[src/rtl/wbc_pkg.sv]
// Shared types for the mult/div writeback collector.
// Entry layout and the tag width are reused by decode/scoreboard.
package wbc_pkg;
  localparam int VEC_WIDTH = 8;
  localparam int SCALAR_W  = 32;
  localparam int TAG_W     = 5;

  typedef logic [VEC_WIDTH*SCALAR_W-1:0] Vector_t;

  typedef struct packed {
    Vector_t                data;
    logic [TAG_W-1:0]       tag;
    logic [VEC_WIDTH-1:0]   mask;
  } WbEntry_t;
endpackage

[src/rtl/wbc_entry_ram.sv]
// Result storage: DEPTH entries, one write port, async read.
// Data is not reset; occupancy is tracked by the owner.
module wbc_entry_ram
  import wbc_pkg::*;
#(
  parameter int DEPTH = 4,
  parameter int PW    = $clog2(DEPTH)
) (
  input  logic          clk,
  input  logic          we_i,
  input  logic [PW-1:0] waddr_i,
  input  WbEntry_t      wdata_i,
  input  logic [PW-1:0] raddr_i,
  output WbEntry_t      rdata_o
);

  WbEntry_t mem_q [DEPTH];

  always_ff @(posedge clk) begin
    if (we_i) begin
      mem_q[waddr_i] <= wdata_i;
    end
  end

  assign rdata_o = mem_q[raddr_i];

endmodule

[src/rtl/int_div_wb_collector.sv]
// Writeback FIFO between the mult/div pipeline and the register file.
// Optional same-cycle bypass when empty: define WBC_BYPASS_EN.
module int_div_wb_collector
  import wbc_pkg::*;
#(
  parameter int DEPTH        = 4,
  parameter int STALL_MARGIN = 1
) (
  input  logic                          clk,
  input  logic                          rst,
  input  logic                          in_valid,
  input  logic [VEC_WIDTH*SCALAR_W-1:0] in_data,
  input  logic [TAG_W-1:0]              in_tag,
  input  logic [VEC_WIDTH-1:0]          in_mask,
  output logic                          stall,
  output logic                          wb_valid,
  input  logic                          wb_ready,
  output logic [VEC_WIDTH*SCALAR_W-1:0] wb_data,
  output logic [TAG_W-1:0]              wb_tag,
  output logic [VEC_WIDTH-1:0]          wb_mask,
  output logic [$clog2(DEPTH+1)-1:0]    count,
  output logic                          overflow_err
);

  localparam int PW = $clog2(DEPTH);
  localparam int CW = $clog2(DEPTH+1);
  localparam logic [CW-1:0] FULL_CNT = CW'(DEPTH);
  localparam logic [CW-1:0] STALL_TH = CW'(DEPTH - STALL_MARGIN);

  logic [PW-1:0] wr_ptr_q, rd_ptr_q;
  logic [CW-1:0] count_q, count_d;
  logic          stall_q, ovf_q;

  logic     empty, full, byp;
  logic     push, pop, drop;
  WbEntry_t wr_ent, head;

  assign empty = (count_q == '0);
  assign full  = (count_q == FULL_CNT);

`ifdef WBC_BYPASS_EN
  assign byp = empty & in_valid & wb_ready;
`else
  assign byp = 1'b0;
`endif

  assign pop  = ~empty & wb_ready;
  assign push = in_valid & (~full | pop) & ~byp;
  assign drop = in_valid & full & ~pop;

  always_comb begin
    count_d = count_q;
    if (push & ~pop) begin
      count_d = count_q + CW'(1);
    end else if (pop & ~push) begin
      count_d = count_q - CW'(1);
    end
  end

  always_ff @(posedge clk or negedge rst) begin
    if (!rst) begin
      wr_ptr_q <= '0;
      rd_ptr_q <= '0;
      count_q  <= '0;
      stall_q  <= 1'b0;
      ovf_q    <= 1'b0;
    end else begin
      if (push) wr_ptr_q <= wr_ptr_q + PW'(1);
      if (pop)  rd_ptr_q <= rd_ptr_q + PW'(1);
      count_q <= count_d;
      stall_q <= (count_d >= STALL_TH);
      if (drop) ovf_q <= 1'b1;
    end
  end

  assign wr_ent.data = in_data;
  assign wr_ent.tag  = in_tag;
  assign wr_ent.mask = in_mask;

  wbc_entry_ram #(.DEPTH(DEPTH)) u_ram (
    .clk     (clk),
    .we_i    (push),
    .waddr_i (wr_ptr_q),
    .wdata_i (wr_ent),
    .raddr_i (rd_ptr_q),
    .rdata_o (head)
  );

  // Empty FIFO reads as zero rather than stale storage.
  always_comb begin
    wb_valid = ~empty;
    wb_data  = empty ? '0 : head.data;
    wb_tag   = empty ? '0 : head.tag;
    wb_mask  = empty ? '0 : head.mask;
    if (byp) begin
      wb_valid = 1'b1;
      wb_data  = in_data;
      wb_tag   = in_tag;
      wb_mask  = in_mask;
    end
  end

  assign stall        = stall_q;
  assign count        = count_q;
  assign overflow_err = ovf_q;

endmodule

[config.mk]
export PLATFORM = sky130hd
export DESIGN_NAME = int_div_wb_collector
export DESIGN_NICKNAME = d
export VERILOG_FILES = /design/src/rtl/wbc_pkg.sv /design/src/rtl/wbc_entry_ram.sv /design/src/rtl/int_div_wb_collector.sv
export SDC_FILE = /design/constraint.sdc
export NUM_CORES = 1
export LEC_CHECK = 0
export ABC_CLOCK_PERIOD_IN_PS = 9110
export CAP_MARGIN = 20
export CORE_MARGIN = 3
export CORE_UTILIZATION = 55
export DETAILED_ROUTE_END_ITERATION = 8
export GPL_TIMING_DRIVEN = 0
export MAX_ROUTING_LAYER = met4
export PLACE_DENSITY = 0.87
export SLEW_MARGIN = 5
export SYNTH_ARGS = -nofsm -noshare
export SYNTH_HDL_FRONTEND = slang
export SYNTH_SLANG_ARGS = --single-unit
export TNS_END_PERCENT = 100
[constraint.sdc]
create_clock -name clk -period 9.11 [get_ports clk]
set_clock_uncertainty 0.1 [all_clocks]
set_input_delay 0.911 -clock clk [delete_from_list [all_inputs] [get_ports clk]]
set_output_delay 0.911 -clock clk [all_outputs]
set_load 0.005 [all_outputs]
* After elaboration in Yosys (flattened, before gate mapping) *
Memories as Yosys holds them, arrays and structs flattened.
Cells that the tools add are included.

cells by class
  add/sub/neg operators = 4
  bitwise gates (word level) = 11
  eq/ne operators = 1
  reductions and logical operators = 1
  muxes and demuxes = 7
  order comparisons = 1

operators with widths
  kind                   count
  $mux W256              1
  $mux W8                1
  $and A1 B1 Y1          6
  $mux W3                2
  $mux W5                1
  $add A2 B1 Y2 const B  2
  $not A1 Y1             4
  $add A3 B1 Y3 const B  1
  $eq A3 B3 Y1 const B   1
  $ge A3 B2 Y1 const B   1
  $logic_not A3 Y1       1
  $sub A3 B1 Y3 const B  1
  $mux W1                2
  $or A1 B1 Y1           1

word-level totals
  input port bits = 273
  memory bits (writable) = 1076
  word-level logic and storage cells = 31
  register bits = 9
  output and inout port bits = 275
  memories = 1

memory list
  memory       depth  width  rd ports  clocked after memory_dff  wr ports  line                 text
  u_ram.mem_q  4      269    1         0                         1         wbc_entry_ram.sv:17  WbEntry_t mem_q [DEPTH];

* Depth between registers and ports, before layout *
  word-level depth = 10
  gate-level depth with buffers = 7
  mapped depth without buffers = 6

* Hierarchy *
A second synthesis with hierarchy kept.

unflattened totals
  cells, all modules = 1758
  area, all modules = 41185.8 µm²

modules (own cells, without submodules)
  module                times used  cells an instance  seq. area each (µm²)  area each (µm²)
  wbc_entry_ram         1           1409               32311.0               38848.5
  int_div_wb_collector  1           349                225.2                 2337.2

* Worst setup path after synthesis *
Ideal clock, no wire load.

  kind = input to register
  start = input port wb_ready
  end = memory u_ram.mem_q[0][0] (netlist bit), enable pin
  stages = 4
  path slack = 0.717 ns
  required time = 8.346 ns
  arrival time = 7.628 ns
  library setup time = 0.664 ns
  path buffers = 1
  cells stage by stage = buf_2 nor2b_1 a21oi_1 and2_1

between the ends
  word-level cells in the longest chain between the ends = 5

RTL lines
  item                           line                        text
  start: declaration             int_div_wb_collector.sv:17  input logic wb_ready,
  $and A1 B1 Y1                  int_div_wb_collector.sv:47  assign pop = ~empty & wb_ready;
  $or A1 B1 Y1                   int_div_wb_collector.sv:48  assign push = in_valid & (~full | pop) & ~byp;
  $and A1 B1 Y1                  int_div_wb_collector.sv:48
  $mux W1                        wbc_entry_ram.sv:20         if (we_i) begin
  $mux W1 (not written as such)  wbc_entry_ram.sv:21         mem_q[waddr_i] <= wdata_i;
  end: declaration               wbc_entry_ram.sv:17

No other way between the ends.

* Worst setup path in the final report *
  start = register count_q[1] (netlist: count[1])
  end = output port wb_data[131]

between the ends
  word-level cells in the longest chain between the ends = 2

RTL lines
  item                      line                        text
  start: declaration        int_div_wb_collector.sv:31  logic [CW-1:0] count_q, count_d;
  start signal: assignment  int_div_wb_collector.sv:70  count_q <= count_d;
  $logic_not A3 Y1          int_div_wb_collector.sv:38  assign empty = (count_q == '0);
  $mux W256                 int_div_wb_collector.sv:92  wb_data = empty ? '0 : head.data;
  end: declaration          int_div_wb_collector.sv:18  output logic [VEC_WIDTH*SCALAR_W-1:0] wb_data,

No other way between the ends.

==> impl_results.md <==
- Final Cycle Share: 53.81%
- DPL Wire Length: a little over 60000 µm
- DR vias: 20550
- Multi-input gate area: between 0.008 and 0.009 mm²
- Startpoint Class: flop
- Power Dens Cells: 341.0 mW/mm²
- H-tree levels: 3
- Gpl congestion: 0.8241
- Minimum clock period: 4.902 ns
- Pin count of the biggest net entering global routing: 57
- #FFs+latches synth: 1085
- Relative slew slack: 30.22%
- GRT Total Usage: 25.80%
- Fin Hold WS: 0.4110 ns
- FP Rows: 99
- Cell depth of the worst hold path: 1
- FF-to-FF setup slack: 5.98 ns
- Hold endpoint: overflow_err
- Layout cells sized above 1: 20.40%
- Final hold vios: 0
- Clock latency on the worst-skew pair: 0.64 ns
- Hold_buf cts: 0
- Iteration-0 DRC Markers: 1659
- Worst path required time: 8.10 ns
- Port buffer count: 546
- Crit-path cells: inv_1 -> ha_1 -> nand2_1 -> buf_2 -> buf_2 -> clkbuf_1 -> and2_1 -> clkdlybuf4s50_1
- Crit-path max FO: 10
- Pleak: between 0.015 and 0.02 µW
- Crit path DAT: 3.89 ns
- Mapped Cells: 1766
- Syn Area/Cell: between 20 and 25 µm²
- Largest cells by area after synthesis: edfxtp_1, mux4_2, and2_1
- Die Y-Extent: 279.7 µm
- CTS Root Cell: clkbuf_16
- Slew @ Worst Pin: 1.047 ns
- Die ar.: 0.07823 mm²
- Syn nets: 2046
- Sequential share of the synthesized area: between 70 and 80%
- Status: finished, final reports clean
- Reg-to-Reg End: u_ram.mem_q[0][209]
- RSZ-0062 raised after global routing: no
- Max VDD drop: roughly 0.0003 V
- Final routed DRC violation total: 0
- Critical Path End Type: primary output
- Global-route wire length before repair: 144000 µm
- Reg2Reg Depth: 6
- WL final: between 90000 and 100000 µm
- Critical path type: flop to primary output
- FILL cells: 4106
- CTS max path bufs: 3
- Hold Crit Class: flop to flop
- Fin nets: between 2000 and 3000
- Slew Limit Fails: 0
- Avg WL per Cell: 27.67 µm
- CTS tree: done
- CTS sink count: 1085
- DIE WIDTH: around 280 µm
- First-pass DRT Iterations: 5
- Maxcap violations: 0
- Worst Setup SP: count[1]
- Ports: ~550
- Setup Fix Bufs, Post-CTS: 0
- Fmax: 0.2040 GHz
- FF/Latch Area: approximately 0.033 mm²
- Most frequent CP cell: buf_2
- Total placed cells including tap cells: 3291
- Core area: 0.07358 mm²
- Routed vias/inst: approximately 5.9
- Crit-path max cell delay: between 0.6 and 0.7 ns
- Post-synthesis cell area: 0.04120 mm²
- Clock slew at reported path FFs: 0.06 ns
- Final setup violation count: 0
- HP Start: overflow_err
- Total CTS buffers: 106
- Initial antenna violation count: 20
- Setup ws final: 4.208 ns
- Final non-filler cell total: 3510
- Routed Antenna Nets: 0
- Area Growth Syn to Fin: 26.37%
- Final global-route overflow total: 0
- Synth area leader: edfxtp_1
- Post-CTS sizing: 0
- Pre-CTS WS: 4.860 ns
- Top cell type's share of synthesized area: between 70% and 80%
- Critical R2R Launch: count[1]
- Synth unique cells: 28
- Starting density of the core: 55.99%
- Slowest cell on crit path: clkdlybuf4s50_1
- Vias in the first global route: 22190
- Syn. warnings: 0
-- metal layers --
| metal | vias to the layer above | wire length [µm] | global-route usage, % |
|---|---|---|---|
| met3 | 219 | 8576 | 7.442 |
| met5 | - | 0 | - |
| li1 | 8676 | - | - |
| met2 | 921 | 51350 | 43.63 |
| met1 | 10740 | 33520 | 29.49 |
| met4 | 0 | 3663 | 9.553 |
-- critical path: cells and delay by family (launching register included) --
kind | cells | cell delay, ns
buffers and inverters | 5 | 2.20
flip-flops | 1 | 0.44
AND/OR/NAND/NOR | 2 | 0.33
adder cells (fa/ha/maj) | 1 | 0.30
-- cell usage in the layout, fill, tap and decap left out, types with 4 or more instances in the layout --
master           netlist  layout
mux4_2               269     269
clkbuf_1              36      54
edfxtp_1            1076    1076
nand2_1                4       4
inv_1                  6       6
clkinv_1               0      16
clkbuf_16              0     106
clkdlybuf4s50_1        0     546
clkinvlp_4             0       6
clkinv_2               0      22
clkinv_4               0       4
buf_6                 22      22
buf_16                 0      20
and2_1               273     269
diode_2                0      21
bufinv_16              0      15
buf_2                 34      34
xnor2_1                5       5
dfrtp_1                9       9
and2_4                 0       4
ha_1                   7       7
clkbuf_8               0       4
-- worst max path at each step --
stage	depth (start not counted)	slack, ns	to
CTS	8	4.10	wb_data[131]
global placement	5	-4.46	u_ram.mem_q[0][115]
finish	8	4.21	wb_data[131]
floorplan	4	0.72	u_ram.mem_q[0][0]
detailed placement	8	4.86	wb_data[133]
global route	8	4.00	wb_data[133]
-- synth_stat cells --
cell type,n
a21oi_1,1
a31oi_1,2
nor2_1,2
a311o_1,1
o21ai_0,3
nor2b_1,3
mux2i_1,1
inv_1,6
mux4_2,269
and4b_1,1
a221oi_2,1
ha_1,7
or2_2,1
buf_6,22
nand2_1,4
and2_1,273
o211a_1,1
clkbuf_1,36
o211ai_1,3
xnor2_1,5
dfrtp_1,9
edfxtp_1,1076
a31o_2,1
a21o_1,1
buf_1,1
o21bai_1,1
nand3_1,1
buf_2,34
-- logic make-up (layout without fill, tap and decap cells) --
family | Yosys count | after routing | synth area share [%]
fa+ha+maj | 7 | 7 | 0.2126
flops | 1085 | 1085 | 78.97
mux | 270 | 270 | 14.73
compound gates | 15 | 15 | 0.2763
other cells | 0 | 21 | 0
buf+inv | 99 | 863 | 1.406
simple gates | 285 | 285 | 4.297
xor+xnor | 5 | 5 | 0.1063
-- layout make-up --
type / count / area share (%)
multi-input cells: 582 / 15.55
inverters: 6 / 0.04326
well taps: 959 / 2.305
diodes: 21 / 0.1009
clock buffers: 128 / 5.330
clock inverters: 70 / 1.560
flip-flops and latches: 1085 / 62.49
repair buffers: 566 / 11.55
plain buffers: 93 / 1.069
-- per-stage QoR --
stage | total power, µW | TNS (ns) | cell area [µm²] | util, %
after floorplan | 10260 | 0 | 41200 | -
after global placement | 13540 | -4750.88 | 47860 | 65.05
after detailed placement | 13360 | 0 | 48430 | 65.81
after CTS | 17910 | 0 | 52010 | 70.69
after global routing | 18460 | 0 | 52060 | 70.76
final | 17760 | 0 | 52060 | 70.76
-- flip-flops by register name, indices dropped and copies added, names as in the netlist --
| signal | flops |
|---|---|
| rd_ptr_q | 2 |
| wr_ptr_q | 2 |
| count | 3 |
| overflow_err | 1 |
| stall | 1 |
| u_ram.mem_q | 1076 |
-- where the power goes --
part | internal (µW) | leakage (µW) | switching, µW
clock | 2610 | 0.00175 | 1840
sequential | 6530 | 0.00996 | 234
combinational | 3590 | 0.00521 | 2940
Power figures use the tool's default switching activity.
